**src/rtl/std_mult_seq.sv**
```systemverilog
// Iterative radix-2 shift-and-add unsigned multiplier with a go/done handshake.
// Consumes one multiplier bit per cycle and returns the low width bits of left*right.
module std_mult_seq #(
   parameter int unsigned width = 32
) (
   input  logic             clk_i,
   input  logic             reset_i,
   input  logic             go_i,
   input  logic [width-1:0] left_i,
   input  logic [width-1:0] right_i,
   output logic [width-1:0] out_o,
   output logic             done_o
);

   localparam int unsigned CW = $clog2(width + 1);
   localparam logic [CW-1:0] LAST = CW'(width - 1);

   typedef enum logic [1:0] {IDLE, RUN, DONE} state_t;

   state_t           state_q, state_d;
   logic [width-1:0] mcand_q, mcand_d;
   logic [width-1:0] mplier_q, mplier_d;
   logic [width-1:0] acc_q, acc_d;
   logic [CW-1:0]    cnt_q, cnt_d;
   logic [width-1:0] out_q, out_d;
   logic             done_q, done_d;
   logic [width-1:0] sum;

   always_ff @(posedge clk_i or posedge reset_i) begin
      if (reset_i) begin
         state_q  <= IDLE;
         mcand_q  <= '0;
         mplier_q <= '0;
         acc_q    <= '0;
         cnt_q    <= '0;
         out_q    <= '0;
         done_q   <= 1'b0;
      end else begin
         state_q  <= state_d;
         mcand_q  <= mcand_d;
         mplier_q <= mplier_d;
         acc_q    <= acc_d;
         cnt_q    <= cnt_d;
         out_q    <= out_d;
         done_q   <= done_d;
      end
   end

   always_comb begin
      state_d  = state_q;
      mcand_d  = mcand_q;
      mplier_d = mplier_q;
      acc_d    = acc_q;
      cnt_d    = cnt_q;
      out_d    = out_q;
      done_d   = done_q;
      // Accumulator value including this iteration's partial product.
      sum      = mplier_q[0] ? acc_q + mcand_q : acc_q;

      unique case (state_q)
         IDLE: begin
            out_d  = '0;
            done_d = 1'b0;
            if (go_i) begin
               if (left_i == '0 || right_i == '0) begin
                  done_d  = 1'b1;
                  state_d = DONE;
               end else begin
                  mcand_d  = left_i;
                  mplier_d = right_i;
                  acc_d    = '0;
                  cnt_d    = '0;
                  state_d  = RUN;
               end
            end
         end
         RUN: begin
            if (!go_i) begin
               out_d   = '0;
               done_d  = 1'b0;
               state_d = IDLE;
            end else begin
               acc_d    = sum;
               mcand_d  = mcand_q << 1;
               mplier_d = mplier_q >> 1;
               cnt_d    = cnt_q + 1'b1;
               if (cnt_q == LAST) begin
                  out_d   = sum;
                  done_d  = 1'b1;
                  state_d = DONE;
               end
            end
         end
         DONE: begin
            if (!go_i) begin
               out_d   = '0;
               done_d  = 1'b0;
               state_d = IDLE;
            end
         end
         default: begin
            out_d   = '0;
            done_d  = 1'b0;
            state_d = IDLE;
         end
      endcase
   end

   assign out_o  = out_q;
   assign done_o = done_q;

endmodule

```
**config.mk**
```make
export PLATFORM = sky130hd
export DESIGN_NAME = std_mult_seq
export DESIGN_NICKNAME = d
export VERILOG_FILES = /design/src/rtl/std_mult_seq.sv
export SDC_FILE = /design/constraint.sdc
export NUM_CORES = 1
export LEC_CHECK = 0
export CORE_MARGIN = 1
export CORE_UTILIZATION = 56
export CTS_CLUSTER_DIAMETER = 80
export DETAILED_ROUTE_END_ITERATION = 12
export PLACE_DENSITY = 0.78
export REMOVE_ABC_BUFFERS = 1
export SYNTH_ARGS = -nofsm -noshare
export SYNTH_HDL_FRONTEND = slang
export SYNTH_SLANG_ARGS = --single-unit
```
**constraint.sdc**
```tcl
create_clock -name clk_i -period 6.01 [get_ports clk_i]
set_input_delay 1.803 -clock clk_i [delete_from_list [all_inputs] [get_ports clk_i]]
set_output_delay 1.803 -clock clk_i [all_outputs]
set_load 0.05 [all_outputs]
```
==> out/summary.txt <==
fin worst setup slack: 1.55 ns
clock tree from TritonCTS: yes
outcome: complete, no violations
Post-synth EDFFs: 0
die area: 14,000 um2
asr flop ratio synth: 100%
cts bufs inserted: 17
Clk network pwr share: 31.1%
Commonest cells post-synth: nand2_1 (181), dfrtp_1 (137), nor2_1 (80)
num rows: 42
IO buf count: 99
leakage power: 4.27 nW
initial core utilization: 57.3%
setup_tns: 0 ns
Detail Route Antenna Nets: 0
Fmax: 224 MHz
Clk Latency, worst-skew pair: 0.43 ns
HPWL after DPL: 14,000 um
global route total overflow: 0
sequential share of the synthesized area: 45.2%
initial antenna violation count: 0
net switching power: 0.00138 W
RSZ-0062 raised after global routing: no
most common cell in the netlist: nand2_1
Setup Slack @ Placement: 1.16 ns
Final Critical Period: 4.46 ns
post_cts resized: 0
initial drt markers: 553
slew margin rel.: 23.7%
Setup crit end kind: flop
final count of pins violating max slew: 0
vias: 6,924
antenna cells: 0
nets: 1,043
Area after DPL: 8710 um2
Synth Register Bits: 137
Pwr Density: 406 nW/um2
number of distinct library cells after synthesis: 56
GR Util All Layers: 31.1%
Net Sw Frac: 36.3%
# setup viols final: 0
Max-cap violations: 0
slew at the pin closest to its max-slew limit: 1.14 ns
first-pass GRT wire length: 33,800 um
Clock Path Buffers: 2
Placeable Area: 13,200 um2
Synth top area share: 45.2%
Mapped Area: 7590 um2
Fillers: 1,051
crit path launch type: input port
WP data arrival: 4.81 ns
dominant cell type by area after synthesis: dfrtp_1
DRC Markers: 0
hold_buf cts: 0
Gate Count Post-Synth: 863
Area growth syn-to-layout: 23.5%
routability cong.: 0.894
num ports: 100
dominant synthesized flop cell: dfrtp_1
area of the multi-input gates: 3920 um2
Fin. Hold Viols: 0
Die X: 118 um
pin count of the biggest net entering global routing: 85
sequential share of power: 32.3%
Logic pwr share: 36.6%
post-CTS setup buffers: 0
Setup CP Type: input port to flop
maximum fanout along the worst path: 74
worst vdd ir: 0.204 mV
via/cell ratio: 6.12
DRT Pass-1 Iters: 5
die height: 118 um
syn_area_per_cell: 8.80 um2
CTS clk-pin slew, worst paths: 0.06 ns
Fin Hold WS: 0.474 ns
WL final: 20,800 um
top post-synthesis cells by area: dfrtp_1 (45%), nand2_1 (8.9%), ha_1 (5.3%)
Worst Skew: 0.00784 ns
CTS H-tree depth: 4
period utilization: 74.2%
clock sink count: 137
per-cell routed wire length: 18.4 um
share of cells above drive strength 1: 6.17%
vias in the first global route: 6,811
CTS root buf: clkbuf_16
Hold WC Path Type: flop to flop
Storage cell area: 3430 um2
Design Area, Final: 9380 um2
Yosys warnings: 0
Critical Path RT: 6.36 ns
P_int: 0.00242 W
## worst paths after layout
path                             from      endpoint  slack [ns]  depth (start not counted)
min in group asynchronous     reset_i  mplier_q[30]        2.01                          2
min reg2reg                 out_o[12]     out_o[12]        0.47                          2
min                         out_o[12]     out_o[12]        0.47                          2
max                        left_i[19]     acc_q[26]        1.55                         10
max reg2reg                mcand_q[0]     acc_q[26]        2.90                         12
max in group asynchronous     reset_i      acc_q[9]        3.04                          3
## critical path, stage by stage
cell and delay [ns]:
clkdlybuf4s50_1 0.43, nor4_1 0.55, nand4_1 0.23, o22ai_1 0.33, nand2b_1 0.13, and3_4 0.42
o21ai_1 0.39, buf_4 0.32, nand2_1 0.10, o21ai_1 0.09
## cell type report
type | instances | area share (%)
timing repair buffer | 108 | 11.3
inverter | 22 | 0.907
clock inverter | 10 | 2.00
sequential | 137 | 36.5
multi-input combinational | 657 | 41.8
tap | 176 | 2.35
clock buffer | 22 | 5.16
## per-stage QoR
| stage | instances | total power, W | utilization (%) |
|---|---|---|---|
| after floorplan | 816 | 0.00223 | - |
| after global placement | 1100 | 0.00255 | 65.8 |
| after detailed placement | 1100 | 0.00259 | 65.8 |
| after CTS | 1132 | 0.00379 | 70.8 |
| after global routing | 1132 | 0.00402 | 70.8 |
| final | 1132 | 0.00380 | 70.8 |
## logic make-up after synthesis
family | after synthesis | share of synthesized area, %
and+or+nand+nor | 338 | 19.3
adders and majority gates | 33 | 5.54
muxes | 19 | 2.52
buffers and inverters | 69 | 3.46
DFF | 137 | 45.2
AOI/OAI and AO/OA | 241 | 21.0
xor gates and xnor gates | 26 | 3.00
## power by group through the flow
stage	clock [W]	sequential, W	combinational (W)
5_1_grt	0.00123	0.00125	0.00154
6_report	0.00118	0.00123	0.00139
3_5_place_dp	0	0.00123	0.00136
3_3_place_gp	0	0.00123	0.00132
4_1_cts	0.00119	0.00122	0.00138
2_1_floorplan	0	0.00121	0.00102
## cell usage in the layout, fill, tap and decap left out, types with 17 or more instances in the layout
master / Yosys / layout
mux2i_1: 18 / 18
clkdlybuf4s50_1: 0 / 99
a21oi_1: 33 / 33
o21ai_0: 45 / 45
nor2_1: 80 / 80
clkbuf_16: 0 / 17
a31oi_1: 60 / 60
o21ai_1: 20 / 20
inv_1: 22 / 21
ha_1: 32 / 32
xor2_1: 19 / 19
nand2_1: 181 / 180
dfrtp_1: 137 / 137
## routing by layer
| metal | wire (um) | vias to the layer above | GRT usage [%] | share of wire (%) |
|---|---|---|---|---|
| met4 | 579 | 0 | 13.6 | 2.8 |
| met3 | 1390 | 52 | 6.81 | 6.7 |
| met1 | 8840 | 3348 | 39.3 | 42 |
| met5 | 0 | - | 0 | 0 |
| met2 | 10000 | 270 | 51.6 | 48 |
| li1 | - | 3254 | - | - |
## sequential cells by signal, indices dropped and copies added, names as in the netlist
register and cells:
acc_q 32, cnt_q 6, done_o 1, mcand_q 32
mplier_q 32, out_o 32, state_q 2
(Power assumes the default switching activity.)
